--- src/rtl/serial_tx.sv ---
// serial_tx: start/data(LSB first)/stop frame transmitter, each bit held DIV clocks.
// Define SERIAL_TX_PARITY_EN to insert an even-parity bit between the data and the stop bit.
module serial_tx #(
  parameter int WIDTH = 8,
  parameter int DIV = 4
) (
  input  logic             C,
  input  logic             R,
  input  logic [WIDTH-1:0] D,
  input  logic             V,
  output logic             RDY,
  output logic             Q,
  output logic             BSY
);
  localparam int TW = DIV > 1 ? $clog2(DIV) : 1;
  localparam int CW = WIDTH > 1 ? $clog2(WIDTH) : 1;
  localparam logic [2:0] IDLE = 3'd0, START = 3'd1, DATA = 3'd2, STOP = 3'd4;
`ifdef SERIAL_TX_PARITY_EN
  localparam logic [2:0] PARITY = 3'd3;
  logic par;
`endif
  logic [2:0] state;
  logic [WIDTH-1:0] shift;
  logic [CW-1:0] cnt;
  logic [TW-1:0] tmr;
  logic bit_end;
  assign bit_end = tmr == TW'(DIV - 1);
  always_ff @(posedge C or posedge R)
    if (R) begin
      state <= IDLE;
      shift <= '0;
      cnt <= '0;
      tmr <= '0;
      Q <= 1'b1;
      RDY <= 1'b1;
      BSY <= 1'b0;
`ifdef SERIAL_TX_PARITY_EN
      par <= 1'b0;
`endif
    end else if (state == IDLE) begin
      if (V) begin
        shift <= D;
        Q <= 1'b0;
        RDY <= 1'b0;
        BSY <= 1'b1;
        tmr <= '0;
        state <= START;
`ifdef SERIAL_TX_PARITY_EN
        par <= ^D;
`endif
      end
    end else if (!bit_end) begin
      tmr <= tmr + 1'b1;
    end else begin
      tmr <= '0;
      if (state == START) begin
        Q <= shift[0];
        shift <= shift >> 1;
        cnt <= '0;
        state <= DATA;
      end else if (state == DATA && cnt != CW'(WIDTH - 1)) begin
        Q <= shift[0];
        shift <= shift >> 1;
        cnt <= cnt + 1'b1;
      end else if (state == DATA) begin
`ifdef SERIAL_TX_PARITY_EN
        Q <= par;
        state <= PARITY;
`else
        Q <= 1'b1;
        state <= STOP;
`endif
      end
`ifdef SERIAL_TX_PARITY_EN
      else if (state == PARITY) begin
        Q <= 1'b1;
        state <= STOP;
      end
`endif
      else begin
        state <= IDLE;
        RDY <= 1'b1;
        BSY <= 1'b0;
      end
    end
endmodule

--- config.mk ---
export PLATFORM = sky130hd
export DESIGN_NAME = serial_tx
export DESIGN_NICKNAME = d
export VERILOG_FILES = /design/src/rtl/serial_tx.sv
export SDC_FILE = /design/constraint.sdc
export NUM_CORES = 1
export LEC_CHECK = 0
export ABC_AREA = 1
export BUFFER_PORTS_ARGS = -buffer_cell sky130_fd_sc_hd__buf_2
export CORE_AREA = 10 10 56 58
export DETAILED_ROUTE_END_ITERATION = 7
export DIE_AREA = 0 0 66 68
export GPL_TIMING_DRIVEN = 0
export PLACE_DENSITY = 0.73
export SETUP_SLACK_MARGIN = 0.02
export SLEW_MARGIN = 0
export SYNTH_ARGS = -nofsm -noshare
export SYNTH_HDL_FRONTEND = slang
export SYNTH_SLANG_ARGS = --single-unit
--- constraint.sdc ---
create_clock -name C -period 1.5 [get_ports C]
set_input_delay 0 -clock C [delete_from_list [all_inputs] [get_ports C]]
set_output_delay 0 -clock C [all_outputs]
set_load 0.03 [all_outputs]
==> metrics.cfg, run 1 <==
[outcome]
status=finished clean

[floorplanning]
io_pins=14
core_sq_um=2106
die_x_microns=66
fp.dieArea_sq_um=4488
die_height_microns=68
fp-row-count=17
initial_utilization_pct=50.86

[worst_setup_path]
path_cells=ha_2 > ha_4 > inv_4 > nand3_4 > nand2_4 > nand3_4 > nand2_1 > nand2_1
r2r_cells=8
crit_arrival_ns=1.58
crit_end=shift[5]$_DFFE_PP0P_
r2r-start=cnt[1]$_DFFE_PP0P_
path_buf_inv=1
crit_required_ns=1.68
crit_path_max_incr_delay_ns=0.40
r2r-end=shift[5]$_DFFE_PP0P_
worstSetupPathType=reg2reg
cp_top_family=simple AND/OR/NAND/NOR gates
endpoint_kind=flip-flop
slowest_stage=dfrtp_1
rrSetupSlack_ns=0.10
cp_max_fo=8
cp-startpoint=cnt[1]$_DFFE_PP0P_
startpoint_type=flip-flop
cp.depth=8

[cells_and_area]
num_antenna_cells=0
syn_to_final_growth_pct=21.85
stdcell_area_sq_um=1305
drive_above_1_share_pct=31.01
fin_nets=173

[sta]
fmax_ghz=0.7154
slew_violations=0
relSlewSlack_pct=50.98
setup_violations=0
min_period_over_period_pct=93.19
hold_viol=0
tightest_slew_ns=0.7345
rsz0062_at_grt=false
min_period_ns=1.398
finalSetupTns_ns=0
skew_ns=0.001084

[clock_tree]
cts_max_level=1
root_buffer=clkbuf_4
cts.sinks=19
cts.clk_slew.worst_paths_ns=0.10
clock_latency_ns=0.29
clk_path_buf_depth=2
cts_tree=done
cts_buffers=3

[min_path]
hp-start=D[4]
hold_class=in2reg

[placement]
port_buffers=13
gp_congestion=0.7840
placed_area_sq_um=1171
dpl.hpwl_microns=1574

[grt]
grt_pass1_wl_microns=3864
grt_pass1_vias=917
grtUsageTotal_pct=10.98
grt-ovfl-total=0
grt_start_max_net_pins=20
antenna_found_initial=0

[route]
first_pass_iters=4
avgRoutedWirePerCell_microns=11.81
wirelength_microns=2196
drc_errors=0
routed_via_density=4.919
ant_nets=0
drt_iter0_markers=21
vias=915

[yosys]
ys_warn_count=0
syn-num-nets=146
ys_seq_elements=19
avgSynthCellArea_sq_um=8.114
synthCells=132
ys_types=20
synth.cell_area_sq_um=1071
ys_seq_area_share_pct=44.63

[power_and_ir_drop]
peakVddDrop_mv=0.9899
cellLeakagePower_uw=0.0007110
power_density_nw_per_um2=2016

[flow_run]
maxCapViolCount=0

==> synth_stat cells <==
| library cell | count | area (sq um) |
|---|---|---|
| buf_6 | 1 | 11.26 |
| dfrtp_1 | 17 | 425.4 |
| dfstp_2 | 2 | 52.55 |
| ha_1 | 3 | 37.54 |
| inv_1 | 10 | 37.54 |
| inv_2 | 1 | 3.750 |
| inv_4 | 1 | 6.260 |
| nand2_1 | 55 | 206.5 |
| nand2_2 | 5 | 31.28 |
| nand2_4 | 6 | 67.56 |
| nand3_1 | 13 | 65.06 |
| nand3_2 | 1 | 10.01 |
| nand3_4 | 1 | 17.52 |
| nand4_1 | 7 | 43.79 |
| nor2_1 | 1 | 3.750 |
| nor2_2 | 1 | 6.260 |
| nor2_4 | 1 | 11.26 |
| o21ai_1 | 4 | 20.02 |
| o31ai_1 | 1 | 7.510 |
| or2_2 | 1 | 6.260 |
==> worst min-delay path by stage <==
stage | end | cells past startpoint
after floorplan | BSY$_DFFE_PP0P_ | 1
after global placement | shift[3]$_DFFE_PP0P_ | 2
after detailed placement | shift[3]$_DFFE_PP0P_ | 2
after CTS | shift[1]$_DFFE_PP0P_ | 5
after global routing | shift[4]$_DFFE_PP0P_ | 5
final | shift[4]$_DFFE_PP0P_ | 5
==> layer usage <==
layer  part of all wire (%)  global-route usage (%)
met1                     45                   11.72
met2                     50                   19.93
met3                    3.8                   2.773
met4                   0.91                   5.236
met5                      0                       0
==> through the flow <==
| step | setup WS [ns] | hold slack [ns] | cells | utilization [%] | power (uW) |
|---|---|---|---|---|---|
| finish | 0.1021 | 0.06810 | 186 | 61.97 | 2631 |
| global route | 0.01459 | 0.07578 | 186 | 61.97 | 2907 |
| CTS | 0.03823 | 0.05692 | 183 | 59.71 | 2582 |
| detailed placement | -0.03017 | 0.1612 | 173 | 55.62 | 2264 |
| global placement | 0.01834 | 0.1553 | 173 | 55.62 | 2216 |
| floorplan | 0.1327 | -0.05035 | 132 | - | 1980 |
==> what timing repair did <==
| action | in CTS | in global routing |
|---|---|---|
| buffers inserted | 3 | 3 |
| pin swaps | 1 | 5 |
| gates resized for setup | 2 | 7 |
| hold buffers | 3 | 0 |
| setup endpoints to repair | 10 | 11 |
| hold endpoints to repair | 20 | 0 |
==> power by group <==
part,leakage [uW],switching (uW),internal [uW]
sequential,0.000237,148,740
clock,0.0000150,146,103
combinational,0.000459,929,565
==> cell usage in the layout, fill, tap and decap left out, drive strengths merged <==
master / n
dfstp: 2
nand2: 66
dfrtp: 17
clkbuf: 4
o21ai: 4
ha: 3
o31ai: 1
nor2: 3
or2: 1
dlygate4sd3: 3
inv: 12
nand3: 15
buf: 20
nand4: 7
==> cell families (layout without fill, tap and decap cells) <==
logic type	count (synthesis)	count (layout)	synth area share [%]
fa+ha+maj	3	3	3.505
flops	19	19	44.63
buf+inv	13	39	5.491
compound gates	5	5	2.570
simple gates	92	92	43.81
==> state kept, by name (all words and copies together), names as in the netlist <==
signal,cells
shift,8
BSY,1
Q,1
state,3
cnt,3
RDY,1
tmr,2
==> worst register-to-register path: cells and delay by family (launching register included) <==
kind	cells	cell delay, ns
buf+inv	1	0.05
simple gates	5	0.48
flops	1	0.40
fa+ha+maj	2	0.37
==> area by class of cell <==
| cell class | instances | area, sq um |
|---|---|---|
| flip-flops and latches | 19 | 478.0 |
| multi-input cells | 100 | 564.3 |
| plain buffers | 1 | 11.26 |
| clock buffers | 4 | 26.28 |
| inverters | 12 | 50.05 |
| well taps | 28 | 35.03 |
| fillers | 184 | 800.8 |
| repair buffers | 22 | 140.1 |
No activity file was read; power rests on OpenSTA's default activity.
==> run 2: changes to the inputs <==
--- a/config.mk
+++ b/config.mk
@@ -8,6 +8,7 @@
 export ABC_AREA = 1
 export BUFFER_PORTS_ARGS = -buffer_cell sky130_fd_sc_hd__buf_2
 export CORE_AREA = 10 10 56 58
+export CTS_BUF_LIST = sky130_fd_sc_hd__clkbuf_8
 export DETAILED_ROUTE_END_ITERATION = 7
 export DIE_AREA = 0 0 66 68
 export GPL_TIMING_DRIVEN = 0
==> run 2 against run 1 <==
Effect of this change: utilization rose by 0.18 points; register-to-register slack barely moved; setup slack improved by 0.011 ns; via count fell by 0.55%; final cell count fell by 1.1%; wire length fell by 3.5%; highest routed layer unchanged; sequential share of layout area fell by 0.11 points; first-iteration DRC count rose by 14%; largest power group unchanged; total power rose by 3.2%; critical endpoint unchanged.
==> metrics.cfg, run 2 (synthesized netlist as in run 1, its figures left out) <==
[flow_run]
maxCapViolCount=0

[cells_and_area]
final.fill_count=184
final_cell_mix=nand2_1, dfrtp_1, nand3_1, buf_2, inv_1
drive_above_1_share_pct=31.41
syn_to_final_growth_pct=22.20
fin_nets=171
num_antenna_cells=0
largest_reg_flops=8
top_register=shift
largestRegisters=shift: 8 flops, cnt: 3 flops, state: 3 flops
utilization_pct=62.15
multi_input_area_sq_um=566.8
seq_area_sq_um=478.0
final_common_cell=nand2_1

[power_and_ir_drop]
p_sw_share_pct=45.59
p_clk_share_pct=12.7
peakVddDrop_mv=1.051
seq_power_share_pct=32.8
power_density_nw_per_um2=2076
p_int_uw=1478
combPwrFrac_pct=54.5
netSwitchingPower_uw=1239
cellLeakagePower_uw=0.0007123

[sta]
slew_violations=0
setup_violations=0
relSlewSlack_pct=50.85
min_period_over_period_pct=92.49
rsz0062_at_grt=false
tightest_slew_ns=0.7364
fmax_ghz=0.7208
min_period_ns=1.387
hold_viol=0
skew_ns=0.002038
fin_hold_ws_ns=0.02801

[clock_tree]
cts.clk_slew.worst_paths_ns=0.07
cts_max_level=1
root_buffer=clkbuf_8
clk_path_buf_depth=2
cts_tree=done
clock_latency_ns=0.25
cts_buffers=3
cts.sinks=19

[floorplanning]
core_sq_um=2106
die_x_microns=66
io_pins=14
die_height_microns=68
initial_utilization_pct=50.86
fp-row-count=17
fp.dieArea_sq_um=4488

[worst_setup_path]
crit_path_max_incr_delay_ns=0.39
slowest_stage=dfrtp_1
worstSetupPathType=reg2reg
crit_required_ns=1.64
path_cells=ha_2 > ha_4 > inv_4 > nand3_4 > nand2_4 > nand3_4 > nand2_1 > nand2_1
endpoint_kind=flip-flop
cp_top_family=simple AND/OR/NAND/NOR gates
path_buf_inv=1
startpoint_type=flip-flop
cp_max_fo=8
crit_arrival_ns=1.53

[route]
drc_errors=0
routed_via_density=4.946
vias=910
drt_iter0_markers=24
ant_nets=0
avgRoutedWirePerCell_microns=11.52
first_pass_iters=4
wirelength_microns=2120

[grt]
grt_start_max_net_pins=20
grt-ovfl-total=0
grt_pass1_vias=925
grt_pass1_wl_microns=3815
antenna_found_initial=0
grtUsageTotal_pct=10.64

[placement]
dpl.hpwl_microns=1574
gp_congestion=0.7840
port_buffers=13

[outcome]
status=finished clean

[min_path]
hold_class=in2reg

==> run 2: cell types whose count changed in the layout (fill, tap and decap cells not counted), sizes merged <==
cell | previous run | this run
buf | 20 | 19
dlygate4sd3 | 3 | 2
clkbuf | 4 | 3
inv | 12 | 13
==> run 2: layout make-up <==
type                       instances  share of cell area, %
inverter                          12                  3.824
multi-input combinational        100                  43.31
timing repair buffer              20                  9.369
buffer                             1                 0.8604
clock inverter                     1                 0.2868
sequential                        19                  36.52
tap                               28                  2.677
clock buffer                       3                  3.155
==> run 2: path summary, 6_finish.rpt <==
kind	cells after the start	startpoint	to	slack [ns]
max	8	cnt[1]$_DFFE_PP0P_	shift[5]$_DFFE_PP0P_	0.11
min	3	V	state[0]$_DFFE_PP0P_	0.03
max reg2reg	8	cnt[1]$_DFFE_PP0P_	shift[5]$_DFFE_PP0P_	0.11
min reg2reg	2	RDY$_DFFE_PP1P_	RDY$_DFFE_PP1P_	0.46
max in group asynchronous	3	R	shift[0]$_DFFE_PP0P_	0.62
min in group asynchronous	3	R	shift[6]$_DFFE_PP0P_	0.41
==> run 2: what timing repair did <==
item / 4_1_cts / 5_1_grt
hold endpoints to repair: 18 / 0
setup endpoints to repair: 9 / 11
setup buffers: 3 / 2
resized for setup: 1 / 9
hold buffers: 2 / 0
pin swaps: 1 / 4
==> run 2: power groups by stage <==
stage	registers [uW]	clock network, uW	logic, uW
global route	919	376	1690
detailed placement	886	0	1380
finish	890	345	1480
global placement	875	0	1340
CTS	876	354	1440
floorplan	922	0	1060
==> run 2: metrics by stage <==
stage          std cells  TNS (ns)  setup WS (ns)  area, sq um  total power [uW]
6_report             184         0         0.1127         1309              2717
3_3_place_gp         173         0        0.01834         1171              2216
3_5_place_dp         173   -0.1121       -0.03017         1171              2264
4_1_cts              182         0        0.02342         1266              2672
2_1_floorplan        132         0         0.1327         1071              1980
5_1_grt              184         0        0.02353         1309              2986
==> run 2: worst register-to-register path: cells and delay by family (launching register included) <==
family,cells,cell delay [ns]
flip-flops,1,0.39
buffers and inverters,1,0.05
AND/OR/NAND/NOR,5,0.48
adder cells (fa/ha/maj),2,0.37
==> run 2: layer usage <==
layer  track usage [%]  share of wire, %  vias up
met5                 0                 0        -
met4             3.927              0.66        0
met3             3.263               4.3        2
met2             18.84                49       13
met1             11.82                46      421
li1                  -                 -      474
